**src/rtl/pic_host_sequencer.sv**
```systemverilog
// pic_host_sequencer: host-side bus master for an 8259 PIC.
// Writes the ICW1..ICW4 + OCW1 init list on start, then serves EOI and mask
// writes and runs two-pulse INTA cycles to fetch interrupt vectors.
// Optional build macro PIC_STATUS_READ_EN adds an OCW3 + IRR/ISR status read.

module pic_host_sequencer #(
    parameter int STROBE_CYCLES = 2,
    parameter int GAP_CYCLES    = 1
) (
    input  logic       clock,
    input  logic       reset_n,
    input  logic       start,
    input  logic [7:0] cfg_icw1,
    input  logic [7:0] cfg_icw2,
    input  logic [7:0] cfg_icw3,
    input  logic [7:0] cfg_icw4,
    input  logic [7:0] cfg_mask,
    input  logic       eoi_req,
    input  logic       mask_wr,
    input  logic [7:0] mask_data,
    input  logic       interrupt_to_cpu,
    input  logic [7:0] data_in,
`ifdef PIC_STATUS_READ_EN
    input  logic       status_req,
    input  logic       status_sel,
    output logic [7:0] status_data,
    output logic       status_valid,
`endif
    output logic       chip_select_n,
    output logic       read_enable_n,
    output logic       write_enable_n,
    output logic       A0,
    output logic [7:0] data_out,
    output logic       data_oe,
    output logic       interrupt_acknowledge_n,
    output logic       busy,
    output logic       init_done,
    output logic [7:0] vector,
    output logic       vector_valid
);

    localparam logic [3:0] ST_IDLE       = 4'd0;
    localparam logic [3:0] ST_WR_SETUP   = 4'd1;
    localparam logic [3:0] ST_WR_STROBE  = 4'd2;
    localparam logic [3:0] ST_WR_HOLD    = 4'd3;
    localparam logic [3:0] ST_GAP        = 4'd4;
    localparam logic [3:0] ST_RUN_IDLE   = 4'd5;
    localparam logic [3:0] ST_INTA1      = 4'd6;
    localparam logic [3:0] ST_INTA_GAP   = 4'd7;
    localparam logic [3:0] ST_INTA2      = 4'd8;
    localparam logic [3:0] ST_INTA_FLUSH = 4'd9;
`ifdef PIC_STATUS_READ_EN
    localparam logic [3:0] ST_RD_SETUP   = 4'd10;
    localparam logic [3:0] ST_RD_STROBE  = 4'd11;
    localparam logic [3:0] ST_RD_HOLD    = 4'd12;
`endif

    // Terminal counts; the flush spans GAP_CYCLES + 2 so the 2-flop
    // synchronizer has drained before RUN_IDLE looks at it again.
    localparam logic [7:0] STB_LAST   = 8'(STROBE_CYCLES - 1);
    localparam logic [7:0] GAP_LAST   = 8'(GAP_CYCLES - 1);
    localparam logic [7:0] FLUSH_LAST = 8'(GAP_CYCLES + 1);

    logic [3:0] state_q, state_d;
    logic [7:0] cnt_q, cnt_d;
    logic [2:0] idx_q, idx_d;           // init word index: 0 ICW1 .. 4 OCW1
    logic       in_init_q, in_init_d;
    logic [1:0] ic_flags_q, ic_flags_d; // captured cfg_icw1[1:0] (SNGL, IC4)
    logic [7:0] icw2_q, icw2_d, icw3_q, icw3_d, icw4_q, icw4_d;
    logic [7:0] cfg_mask_q, cfg_mask_d;
    logic       init_done_q, init_done_d;
    logic       eoi_pend_q, eoi_pend_d;
    logic       mask_pend_q, mask_pend_d;
    logic [7:0] mask_data_q, mask_data_d;
    logic [7:0] wdata_q, wdata_d;
    logic       a0_q, a0_d;
    logic [7:0] vector_q, vector_d;
    logic       vector_valid_q, vector_valid_d;
    logic       sync1_q, sync2_q;
`ifdef PIC_STATUS_READ_EN
    logic       status_pend_q, status_pend_d;
    logic       status_sel_q, status_sel_d;
    logic       rd_next_q, rd_next_d;
    logic [7:0] status_data_q, status_data_d;
    logic       status_valid_q, status_valid_d;
`endif

    logic       start_ok;
    logic [2:0] nidx;
    logic [7:0] nword;

    // Two-flop synchronizer for the asynchronous PIC INT pin
    always_ff @(posedge clock or negedge reset_n) begin
        if (!reset_n) begin
            sync1_q <= 1'b0;
            sync2_q <= 1'b0;
        end else begin
            sync1_q <= interrupt_to_cpu;
            sync2_q <= sync1_q;
        end
    end

    // Next-state logic: init word list, bus cycle sequencing, request capture
    always_comb begin
        state_d        = state_q;
        cnt_d          = cnt_q;
        idx_d          = idx_q;
        in_init_d      = in_init_q;
        ic_flags_d     = ic_flags_q;
        icw2_d         = icw2_q;
        icw3_d         = icw3_q;
        icw4_d         = icw4_q;
        cfg_mask_d     = cfg_mask_q;
        init_done_d    = init_done_q;
        eoi_pend_d     = eoi_pend_q;
        mask_pend_d    = mask_pend_q;
        mask_data_d    = mask_data_q;
        wdata_d        = wdata_q;
        a0_d           = a0_q;
        vector_d       = vector_q;
        vector_valid_d = 1'b0;
`ifdef PIC_STATUS_READ_EN
        status_pend_d  = status_pend_q;
        status_sel_d   = status_sel_q;
        rd_next_d      = rd_next_q;
        status_data_d  = status_data_q;
        status_valid_d = 1'b0;
`endif
        start_ok = start && (state_q == ST_IDLE || state_q == ST_RUN_IDLE);

        // Next init word, skipping ICW3 in single mode and ICW4 without IC4
        nidx = idx_q + 3'd1;
        if (nidx == 3'd2 && ic_flags_q[1])  nidx = 3'd3;
        if (nidx == 3'd3 && !ic_flags_q[0]) nidx = 3'd4;
        case (nidx)
            3'd1:    nword = icw2_q;
            3'd2:    nword = icw3_q;
            3'd3:    nword = icw4_q;
            default: nword = cfg_mask_q;
        endcase

        if (start_ok) begin
            ic_flags_d  = cfg_icw1[1:0];
            icw2_d      = cfg_icw2;
            icw3_d      = cfg_icw3;
            icw4_d      = cfg_icw4;
            cfg_mask_d  = cfg_mask;
            init_done_d = 1'b0;
            in_init_d   = 1'b1;
            idx_d       = 3'd0;
            eoi_pend_d  = 1'b0;
            mask_pend_d = 1'b0;
`ifdef PIC_STATUS_READ_EN
            status_pend_d = 1'b0;
            rd_next_d     = 1'b0;
`endif
            wdata_d     = cfg_icw1 | 8'h10;
            a0_d        = 1'b0;
            state_d     = ST_WR_SETUP;
        end else begin
            case (state_q)
                ST_RUN_IDLE: begin
                    if (eoi_pend_q) begin
                        eoi_pend_d = 1'b0;
                        wdata_d    = 8'h20;
                        a0_d       = 1'b0;
                        state_d    = ST_WR_SETUP;
                    end else if (mask_pend_q) begin
                        mask_pend_d = 1'b0;
                        wdata_d     = mask_data_q;
                        a0_d        = 1'b1;
                        state_d     = ST_WR_SETUP;
`ifdef PIC_STATUS_READ_EN
                    end else if (status_pend_q) begin
                        status_pend_d = 1'b0;
                        rd_next_d     = 1'b1;
                        wdata_d       = {7'b0000101, status_sel_q};
                        a0_d          = 1'b0;
                        state_d       = ST_WR_SETUP;
`endif
                    end else if (sync2_q) begin
                        cnt_d   = 8'd0;
                        state_d = ST_INTA1;
                    end
                end
                ST_WR_SETUP: begin
                    cnt_d   = 8'd0;
                    state_d = ST_WR_STROBE;
                end
                ST_WR_STROBE: begin
                    if (cnt_q == STB_LAST) state_d = ST_WR_HOLD;
                    else                   cnt_d   = cnt_q + 8'd1;
                end
                ST_WR_HOLD: begin
                    cnt_d   = 8'd0;
                    state_d = ST_GAP;
                end
                ST_GAP: begin
                    if (cnt_q != GAP_LAST) begin
                        cnt_d = cnt_q + 8'd1;
                    end else if (in_init_q && idx_q != 3'd4) begin
                        idx_d   = nidx;
                        wdata_d = nword;
                        a0_d    = 1'b1;
                        state_d = ST_WR_SETUP;
                    end else if (in_init_q) begin
                        in_init_d   = 1'b0;
                        init_done_d = 1'b1;
                        state_d     = ST_RUN_IDLE;
`ifdef PIC_STATUS_READ_EN
                    end else if (rd_next_q) begin
                        rd_next_d = 1'b0;
                        state_d   = ST_RD_SETUP;
`endif
                    end else begin
                        state_d = ST_RUN_IDLE;
                    end
                end
                ST_INTA1: begin
                    if (cnt_q == STB_LAST) begin
                        cnt_d   = 8'd0;
                        state_d = ST_INTA_GAP;
                    end else cnt_d = cnt_q + 8'd1;
                end
                ST_INTA_GAP: begin
                    if (cnt_q == GAP_LAST) begin
                        cnt_d   = 8'd0;
                        state_d = ST_INTA2;
                    end else cnt_d = cnt_q + 8'd1;
                end
                ST_INTA2: begin
                    if (cnt_q == STB_LAST) begin
                        vector_d       = data_in;
                        vector_valid_d = 1'b1;
                        cnt_d          = 8'd0;
                        state_d        = ST_INTA_FLUSH;
                    end else cnt_d = cnt_q + 8'd1;
                end
                ST_INTA_FLUSH: begin
                    if (cnt_q == FLUSH_LAST) state_d = ST_RUN_IDLE;
                    else                     cnt_d   = cnt_q + 8'd1;
                end
`ifdef PIC_STATUS_READ_EN
                ST_RD_SETUP: begin
                    cnt_d   = 8'd0;
                    state_d = ST_RD_STROBE;
                end
                ST_RD_STROBE: begin
                    if (cnt_q == STB_LAST) begin
                        status_data_d  = data_in;
                        status_valid_d = 1'b1;
                        state_d        = ST_RD_HOLD;
                    end else cnt_d = cnt_q + 8'd1;
                end
                ST_RD_HOLD: begin
                    cnt_d   = 8'd0;
                    state_d = ST_GAP;
                end
`endif
                ST_IDLE: state_d = ST_IDLE;
                default: state_d = ST_IDLE;
            endcase
        end

        // Sticky requests; a set overrides a same-cycle dispatch clear
        if (init_done_q && !start_ok) begin
            if (eoi_req) eoi_pend_d = 1'b1;
            if (mask_wr) begin
                mask_pend_d = 1'b1;
                mask_data_d = mask_data;
            end
`ifdef PIC_STATUS_READ_EN
            if (status_req) begin
                status_pend_d = 1'b1;
                status_sel_d  = status_sel;
            end
`endif
        end
    end

    // State and datapath registers; reset forces bus-idle values at once
    always_ff @(posedge clock or negedge reset_n) begin
        if (!reset_n) begin
            state_q        <= ST_IDLE;
            cnt_q          <= 8'd0;
            idx_q          <= 3'd0;
            in_init_q      <= 1'b0;
            ic_flags_q     <= 2'd0;
            icw2_q         <= 8'd0;
            icw3_q         <= 8'd0;
            icw4_q         <= 8'd0;
            cfg_mask_q     <= 8'd0;
            init_done_q    <= 1'b0;
            eoi_pend_q     <= 1'b0;
            mask_pend_q    <= 1'b0;
            mask_data_q    <= 8'd0;
            wdata_q        <= 8'd0;
            a0_q           <= 1'b0;
            vector_q       <= 8'd0;
            vector_valid_q <= 1'b0;
`ifdef PIC_STATUS_READ_EN
            status_pend_q  <= 1'b0;
            status_sel_q   <= 1'b0;
            rd_next_q      <= 1'b0;
            status_data_q  <= 8'd0;
            status_valid_q <= 1'b0;
`endif
        end else begin
            state_q        <= state_d;
            cnt_q          <= cnt_d;
            idx_q          <= idx_d;
            in_init_q      <= in_init_d;
            ic_flags_q     <= ic_flags_d;
            icw2_q         <= icw2_d;
            icw3_q         <= icw3_d;
            icw4_q         <= icw4_d;
            cfg_mask_q     <= cfg_mask_d;
            init_done_q    <= init_done_d;
            eoi_pend_q     <= eoi_pend_d;
            mask_pend_q    <= mask_pend_d;
            mask_data_q    <= mask_data_d;
            wdata_q        <= wdata_d;
            a0_q           <= a0_d;
            vector_q       <= vector_d;
            vector_valid_q <= vector_valid_d;
`ifdef PIC_STATUS_READ_EN
            status_pend_q  <= status_pend_d;
            status_sel_q   <= status_sel_d;
            rd_next_q      <= rd_next_d;
            status_data_q  <= status_data_d;
            status_valid_q <= status_valid_d;
`endif
        end
    end

    // Bus pins are pure state decodes, so reset deasserts them immediately
    assign write_enable_n          = (state_q != ST_WR_STROBE);
    assign data_oe                 = (state_q == ST_WR_SETUP) || (state_q == ST_WR_STROBE) ||
                                     (state_q == ST_WR_HOLD);
    assign interrupt_acknowledge_n = !((state_q == ST_INTA1) || (state_q == ST_INTA2));
    assign busy                    = !((state_q == ST_IDLE) || (state_q == ST_RUN_IDLE));
`ifdef PIC_STATUS_READ_EN
    assign chip_select_n = !(data_oe || (state_q == ST_RD_SETUP) ||
                             (state_q == ST_RD_STROBE) || (state_q == ST_RD_HOLD));
    assign read_enable_n = (state_q != ST_RD_STROBE);
    assign status_data   = status_data_q;
    assign status_valid  = status_valid_q;
`else
    assign chip_select_n = !data_oe;
    assign read_enable_n = 1'b1;
`endif
    assign A0           = a0_q;
    assign data_out     = wdata_q;
    assign init_done    = init_done_q;
    assign vector       = vector_q;
    assign vector_valid = vector_valid_q;

endmodule

```
**config.mk**
```make
export PLATFORM = sky130hd
export DESIGN_NAME = pic_host_sequencer
export DESIGN_NICKNAME = d
export VERILOG_FILES = /design/src/rtl/pic_host_sequencer.sv
export SDC_FILE = /design/constraint.sdc
export NUM_CORES = 1
export LEC_CHECK = 0
export CAP_MARGIN = 20
export CORE_ASPECT_RATIO = 2
export CORE_UTILIZATION = 47
export DETAILED_ROUTE_END_ITERATION = 16
export PLACE_DENSITY = 0.82
export SLEW_MARGIN = 10
export SYNTH_ARGS = -nofsm -noshare
export SYNTH_HDL_FRONTEND = slang
export SYNTH_SLANG_ARGS = --single-unit
```
**constraint.sdc**
```tcl
create_clock -name clock -period 2.15 [get_ports clock]
set_input_delay 0.215 -clock clock [delete_from_list [all_inputs] [get_ports clock]]
set_output_delay 0.215 -clock clock [all_outputs]
set_load 0.05 [all_outputs]
```
== Word level (Yosys, flattened, before mapping) ==
Cells that the tools add are included.

* Bits of input ports: 62
* Bits in registers: 81
* Output and inout bits: 25
* Word-level logic and storage cells: 150

* $add $sub $neg: 2
* Equality and inequality tests: 35
* Bitwise logic cells: 1
* Multiplexer cells: 61
* Reduce and logical (&&, ||, !) cells: 32

{| class="wikitable"
|+ Operators with widths
! cell !! number
|-
| $mux W8 || 13
|-
| $pmux W8 S7 || 1
|-
| $mux W4 || 10
|-
| $pmux W4 S9 || 1
|-
| $mux W1 || 26
|-
| $ne A3 B3 Y1 const B || 8
|-
| $pmux W8 S3 || 1
|-
| $mux W3 || 7
|-
| $eq A4 B3 Y1 const B || 4
|-
| $ne A2 B2 Y1 const B || 8
|-
| $pmux W8 S2 || 1
|-
| $eq A3 B2 Y1 const B || 4
|-
| $reduce_and A3 Y1 || 3
|-
| $add A8 B1 Y8 const B || 1
|-
| $eq A4 B2 Y1 const B || 2
|-
| $eq A4 B4 Y1 const B || 2
|-
| $eq A8 B1 Y1 const B || 1
|-
| $eq A8 B2 Y1 const B || 1
|-
| $logic_not A8 Y1 || 1
|-
| $reduce_and A4 Y1 || 2
|-
| $reduce_and A8 Y1 || 1
|-
| $reduce_bool A8 Y1 || 1
|-
| $reduce_and A7 Y1 || 1
|-
| $reduce_bool A7 Y1 || 1
|-
| 16 further kinds || 30
|}

== Depth between registers and ports, before layout ==
* Depth in word-level cells: 13
* Gate-level depth with buffers: 8
* Mapped depth without buffers: 7

== Worst setup path after synthesis ==
Ideal clock, no wire load.

* Path kind: register -> output
* Start: register state_q[0]
* End: output chip_select_n
* Slack: -0.714 ns
* Path buffers: 2
* Arrival time: 2.649 ns
* Required time: 1.935 ns
* Cell stages (with the launch flop): 6
* Path through: dfrtp_1 -> buf_2 -> buf_1 -> nor2_1 -> nor3_1 -> inv_1

* Word-level cells in the longest chain between the ends: 4
* Elaborated cells on any way between the ends: 6
* Those cells by class: eq/ne (3); reduce/logical (3)

{| class="wikitable"
|+ Ends and longest elaborated chain
! item !! line !! RTL
|-
| start, declared || 64 || <nowiki>logic [3:0] state_q, state_d;</nowiki>
|-
| start signal, assigned || 309 || <nowiki>state_q <= state_d;</nowiki>
|-
| $eq A4 B1 Y1 or $eq A4 B2 Y1 (tied branches) || 338 || <nowiki>assign data_oe = (state_q == ST_WR_SETUP) || (state_q == ST_WR_STROBE) ||</nowiki>
|-
| $logic_or A1 B1 Y1 || 338 ||
|-
| $logic_or A1 B1 Y1 * || 338 ||
|-
| named net data_oe || 34 || <nowiki>output logic data_oe,</nowiki>
|-
| $logic_not A1 Y1 * || 349 || <nowiki>assign chip_select_n = !data_oe;</nowiki>
|-
| end, declared || 29 || <nowiki>output logic chip_select_n,</nowiki>
|}

The timed path passes the listed nets; every way through them passes the cells marked *.

== Worst setup path after layout ==
* Start: register state_q[3]
* End: register wdata_q[3] (netlist: data_out[3])

* Word-level cells in the longest chain between the ends: 5
* Elaborated cells on any way between the ends: 12
* Those cells by class: eq/ne (5); mux (2); reduce/logical (5)

{| class="wikitable"
|+ Ends and longest elaborated chain
! item !! line !! RTL
|-
| $eq A4 B3 Y1 or $logic_not A4 Y1 (tied branches) || 129, 161 ||
|-
| $logic_or A1 B1 Y1 || 129 || <nowiki>start_ok = start && (state_q == ST_IDLE || state_q == ST_RUN_IDLE);</nowiki>
|-
| $logic_and A1 B1 Y1 || 129 ||
|-
| $ne A4 B4 Y1 (no source line) (tied with other cells) || - ||
|-
| $reduce_and A4 Y1 (no source line) || - ||
|-
| end signal, assigned || 322 || <nowiki>wdata_q <= wdata_d;</nowiki>
|-
| end, declared || 75 || <nowiki>logic [7:0] wdata_q, wdata_d;</nowiki>
|}

Parallel ways exist; a longest one is shown, timed or not.
A chain may end at the register's enable or synchronous reset.

==> results.toml <==
[sta]
fin_crit_sh_pct = 97.6
final-hold-violation-count = 0
setup_viol = 0
whs_ns = 0.349
tightest_slew_ns = 0.521
maxSlewHeadroom_pct = 65.2
max_freq_ghz = 0.476
rsz0062_at_grt = "yes"
fin_crit_ns = 2.10
report.final.slew_viol_count = 0
fin_skew_ns = 0.00951

[routing]
routed_wl_um = 12200
post-route-drc-count = 0
postRouteAntennaNets = 0
wl_per_cell_um = 17.1
drt_first_pass_iters = 4
drt_iter0_markers = 206
vias_per_cell = 5.64
vias = 4018

[job]
maxCapViolCount = 0

[cts]
clock_path_buffers = 2
clk_latency_ns = 0.34
cts.htree.levels = 3
clkTransAtPathRegs_ns = 0.06
numCtsBuffers = 9
cts_tree = "built"
root_buffer = "clkbuf_16"
cts_sinks = 81

[finish]
final_common_cell = "nand2_1"
drive_above_1_share_pct = 21.1
area_delta_synth_final_pct = 43.1
num-fill-cells = 638
final_cell_mix = "nand2_1, clkdlybuf4s50_1, dfrtp_1"
nets = 676
finalNonFillerCells = 712
diodes = 0

[logic_synthesis]
synth_seq_area_share_pct = 47.9
ys_seq_elements = 81
synth_edf_count = 0
syn_area_um2 = 4230
synthCells = 474
yosysWarnings = 0
async_reset_ff_share_pct = 100
ys_types = 67
syn-num-nets = 543
syn_avg_cell_area_um2 = 8.92
ys.flop_type = "dfrtp_1"

[pwr]
power_density_nw_per_um2 = 1390
pwr-share-comb_pct = 51.0
power_switching_mw = 3.46
seq_power_share_pct = 29.9
ir_drop_uv = 831
intPower_mw = 4.94
p_leak_nw = 2.82
switching_share_pct = 41.2
p_clk_share_pct = 19.1

[floorplan]
num_rows = 48
ioPinCount = 87
start_util_pct = 48.9
die_h_um = 136
core_area_um2 = 8650
die_w_um = 69.1
die-area_um2 = 9400

[grt]
grt.total_usage_pct = 26.0
grt_pass1_wl_um = 18900
overflow = 0
antenna_found_initial = 0
grt_pass1_vias = 4066
grt_max_degree = 82

[place]
place_inst = 689
port_buffers = 84
place_congestion = 0.893
post-dp-hpwl_um = 8910

[worst_setup_path]
path_class = "register to register"
start_kind = "register"
cp.required_ns = 2.37
crit_fanout = 7
endpoint_kind = "register"
cp.arrival_ns = 2.32

[outcome]
status = "completed"

[min_path]
hold_class = "register to register"
## cells by family (layout without fill, tap and decap cells)
group,count (synthesis),count (layout),synth area share [%]
other,1,1,0.0887
adder cells (fa/ha/maj),7,7,2.07
flip-flops,81,81,47.9
AO/OA/AOI/OAI,92,92,16.1
XOR/XNOR,5,5,1.04
multiplexers,12,12,3.11
buffers and inverters,33,171,3.37
AND/OR/NAND/NOR,243,243,26.3
## metal layers
metal  routed length, µm  GRT usage, %  vias up
met3                 383          5.41       30
met1                4190          25.2     1961
met4                 424          12.9        0
li1                    -             -     1904
met5                   0             0        -
met2                7210          50.5      123
## sequential cells by signal, summed over array words and instances (netlist names), 2 cells and up
name / cells
icw2_q: 8
state_q: 4
ic_flags_q: 2
cnt_q: 8
cfg_mask_q: 8
icw4_q: 8
icw3_q: 8
vector: 8
mask_data_q: 8
data_out: 8
idx_q: 3
## synth_stat cells, drive strengths merged, types with 9 or more instances
cell / number / area [µm²]
nand2: 161 / 607
dfrtp: 81 / 2030
nor2: 23 / 88.8
o21ai: 16 / 80.1
buf: 15 / 75.1
a21oi: 14 / 70.1
nand3: 13 / 70.1
a22o: 10 / 87.6
inv: 10 / 37.5
mux2: 9 / 101
## critical path, cell delays in order (launching register included)
cell	delay [ns]
dfrtp_2	0.46
buf_4	0.16
nor4b_4	0.29
nand3_2	0.17
a221oi_4	0.36
buf_6	0.18
o21ai_0	0.12
a211o_1	0.24
## power groups by stage
stage                     logic (mW)  clock network, mW  registers, mW
final                           4.29               1.60           2.51
after CTS                       4.14               1.62           2.50
after detailed placement        4.03                  0           2.52
after global routing            4.64               1.69           2.57
after global placement          3.92                  0           2.49
after floorplan                 2.15                  0           2.77
## path summary, 6_finish.rpt
kind | start | end | slack (ns) | cells after the start
setup / recovery | state_q[3] | data_out[3] | 0.05 | 7
setup reg to reg | state_q[3] | data_out[3] | 0.05 | 7
hold reg to reg | sync1_q | sync2_q | 0.35 | 0
hold / removal | sync1_q | sync2_q | 0.35 | 0
min in group asynchronous | reset_n | vector_valid | 0.42 | 3
max in group asynchronous | reset_n | cnt_q[5] | 1.32 | 3
## metrics by stage
| stage | power [mW] | util (%) | setup slack (ns) | area, µm² | setup TNS (ns) |
|---|---|---|---|---|---|
| floorplan | 4.92 | - | 0.0599 | 4240 | 0 |
| detailed placement | 6.55 | 64.2 | -0.166 | 5550 | -1.45 |
| CTS | 8.26 | 68.5 | 0.00760 | 5930 | 0 |
| finish | 8.41 | 70.0 | 0.0507 | 6050 | 0 |
| global route | 8.90 | 70.0 | -0.0431 | 6050 | -0.169 |
| global placement | 6.42 | 64.2 | -0.102 | 5550 | -0.645 |
## layout make-up
class                           count  area, µm²  share of cell area (%)
Inverter                           11       41.3                   0.683
Clock inverter                      5       62.6                    1.03
Sequential cell                    81       2030                    33.6
Tap cell                          100        125                    2.07
Timing Repair Buffer              144       1350                    22.3
Multi-Input combinational cell    360       2180                    36.1
Clock buffer                       11        253                    4.18
## timing repair
action,in CTS,in global routing
endpoints found under the setup margin,18,14
pin swaps,2,6
cloned,0,1
gates resized for setup,11,24
endpoints found under the hold margin,81,0
setup buffers,0,5
hold buffers,1,0
(Power assumes the default switching activity.)
==> RTL change, RTL diff (same flow settings) <==
Add a define of `PIC_STATUS_READ_EN`.
--- a/src/rtl/pic_host_sequencer.sv
+++ b/src/rtl/pic_host_sequencer.sv
@@ -4,2 +4,4 @@
 // Optional build macro PIC_STATUS_READ_EN adds an OCW3 + IRR/ISR status read.
+
+`define PIC_STATUS_READ_EN
 
Interface: changed (added status_data, status_req, status_sel and status_valid); port bits go from 87 to 98. No check against the original RTL was run, so the function may have changed too.
==> RTL change against the unedited design <==
  * Wire length rose by 12%
  * Global-route usage rose by 1.2 points
  * Via count rose by 13%
  * Die area rose by 12%
  * Final area rose by 13%
  * Worst setup slack got worse by 9.3 ps
  * Sequential cell count rose by 12
  * Area after synthesis rose by 12%
Power is not compared: it rests on default switching activity, and its combinational part moved more than twofold at a synthesized area within 25%.
==> RTL change: results (changes against the unedited design) <==
[metrics] number of buffers inserted by port buffering: 96 (+14%)
[metrics] number of clock buffers inserted by TritonCTS: 9 (unchanged)
[metrics] share of final-layout standard cells stronger than drive strength 1: 20.4% (-0.64 points)
[metrics] ranking of synthesized cells by instance count: 167 x nand2_1, 93 x dfrtp_1, 28 x o21ai_0
[metrics] later-pin clock latency in the skew report: 350 ps
[metrics] post-synth net total: 602 (+11%)
[metrics] sequential-to-total area share from yosys stat: 49.1% (+1.2 points)
[metrics] # resized after CTS: 5 (-6)
[metrics] Final Hold Viols: 0 (unchanged)
[metrics] H-tree depth reported by CTS: 3 (unchanged)
[metrics] number of buffers inserted for hold repair after clock tree synthesis: 1 (unchanged)
[metrics] average via count per standard cell: 5.59 (-0.90%)
[metrics] hold slack final: 279 ps (-70.3 ps)
[metrics] most area-consuming cells after synthesis: dfrtp_1 49%, nand2_1 13%, mux2_2 4.5%
[metrics] wire length of the first global-routing pass: 21400 um (+13%)
[metrics] Worst Clk Skew: 10.0 ps (+0.489 ps)
[metrics] maximum single-stage delay on the critical path: 390 ps (-70 ps)
[metrics] outcome: complete, no violations
[metrics] DP Area: 6250 sq um (+13%)
[metrics] path category of the worst min-delay check: in2async
[metrics] clock transition at the registers of the reported paths: 70 ps
[metrics] Final Cycle Share: 98.1% (+0.43 points)
[metrics] most used flip-flop cell after synthesis: dfrtp_1
[metrics] initial antenna violation count: 0 (unchanged)
[metrics] number of different library cells in the post-synthesis netlist: 55 (-18%)
[metrics] CTS max path bufs: 2 (unchanged)
[metrics] reg2reg setup slack: 40 ps
[metrics] Routed wire per std cell: 16.9 um (-1.6%)
[metrics] FF-to-FF path depth: 10 (+3)
[metrics] worst-case headroom to the max-slew limit: 65.5% (+0.26 points)
[metrics] r2r endpoint: data_out[5]
[metrics] Max IR drop VDD: 702 uV
[metrics] count of yosys warnings during synthesis: 0 (unchanged)
[metrics] Clock Tree Root: clkbuf_16
[metrics] number of global-route vias before repair: 4566 (+12%)
[metrics] Pre-Repair DR Iteration Count: 5 (+1)
[metrics] nets@finish: 747 (+11%)
[metrics] pin count of the biggest net entering global routing: 51 (-38%)
[metrics] static leakage: around 0.0031 uW
[metrics] Worst Path Max Fanout: 4 (-3)
[metrics] launch point of the worst reg-to-reg path: idx_q[1]
[metrics] global-route usage over all layers: 27.2% (+1.2 points)
[metrics] total setup buffers inserted after CTS: 1 (+1)
[metrics] CP max stage cell: dfrtp_1
[metrics] number of inserted filler cells in the final layout: 709 (+11%)
[metrics] WS Path Type: reg2reg
[metrics] final antenna diode count: 0 (unchanged)
[metrics] Final Wtd Congestion: 0.916 (+2.7%)
[metrics] DPL Wire Length: 10000 um (+12%)
[metrics] data arrival time of the worst path: 2400 ps (+80 ps)
[metrics] initial DRC count: 247 (+20%)
[metrics] share of synthesized registers carrying an async set or reset: 100% (unchanged)
==> RTL change: cell types whose count changed in the layout (fill, tap and decap cells not counted), sizes merged, moves of 5 or more <==
cell	unedited run	this run
mux2	9	19
dfrtp	81	93
nand2	161	167
buf	64	73
clkdlybuf4s50	78	89
o21ai	16	31
a21oi	14	19
a211o	6	1
==> RTL change: cells by family (layout without fill, tap and decap cells) <==
group | count (synthesis) | after routing | share of synthesized area [%]
XOR/XNOR | 5 | 5 | 0.924
buffers and inverters | 43 | 193 | 3.64
AO/OA/AOI/OAI | 103 | 103 | 15.2
flip-flops | 93 | 93 | 49.1
adder cells (fa/ha/maj) | 8 | 8 | 2.11
AND/OR/NAND/NOR | 253 | 253 | 23.2
multiplexers | 25 | 25 | 5.78
==> RTL change: stage by stage <==
| step | instances | setup TNS, ps | power [uW] | utilization [%] | worst slack, ps |
|---|---|---|---|---|---|
| final | 812 | 0 | 3740 | 69.8 | 41.4 |
| after detailed placement | 786 | -93.7 | 2100 | 64.0 | -54.5 |
| after floorplan | 530 | 0 | 1900 | - | 14.6 |
| after CTS | 804 | -2.67 | 3760 | 67.8 | -2.67 |
| after global routing | 812 | -154 | 3860 | 69.8 | -55.6 |
| after global placement | 786 | 0 | 2090 | 64.0 | 19.2 |
==> RTL change: where the power goes <==
group | leakage, uW | internal [uW] | total, uW | switching (uW)
clock | 0.000153 | 956 | 1680 | 722
sequential | 0.00114 | 1780 | 1800 | 16.6
combinational | 0.00179 | 148 | 267 | 119
==> RTL change: worst max path at each step <==
stage	end	slack (ps)	cells after the start
6_report	data_out[5]	40	10
5_1_grt	data_out[5]	-60	10
4_1_cts	data_out[6]	-3	6
3_5_place_dp	data_out[6]	-50	6
3_3_place_gp	data_out[6]	20	6
2_1_floorplan	data_out[5]	10	7
==> RTL change: cell type report <==
type / instances / share of cell area, %
Inverter: 13 / 0.716
Timing Repair Buffer: 164 / 23.0
Clock buffer: 10 / 3.50
Tap cell: 132 / 2.42
Clock inverter: 6 / 1.14
Sequential cell: 93 / 34.2
Multi-Input combinational cell: 394 / 35.1
==> RTL change: per-layer routing <==
layer  vias up  GRT usage (%)  wire (um)  part of all wire, %
li1       2114              -          -                    -
met1      2195           27.1       4570                   33
met2       178           50.4       7830                   57
met3        54           3.69        544                  4.0
met4         0           18.1        756                  5.5
met5         -              0          0                    0
==> RTL change: worst max-delay path: cells and delay by family, from the launching register on <==
| family | cells | cell delay [ps] |
|---|---|---|
| buffers and inverters | 3 | 350 |
| AOI/OAI and AO/OA | 4 | 900 |
| and+or+nand+nor | 2 | 130 |
| DFF | 1 | 390 |
| adders and majority gates | 1 | 290 |
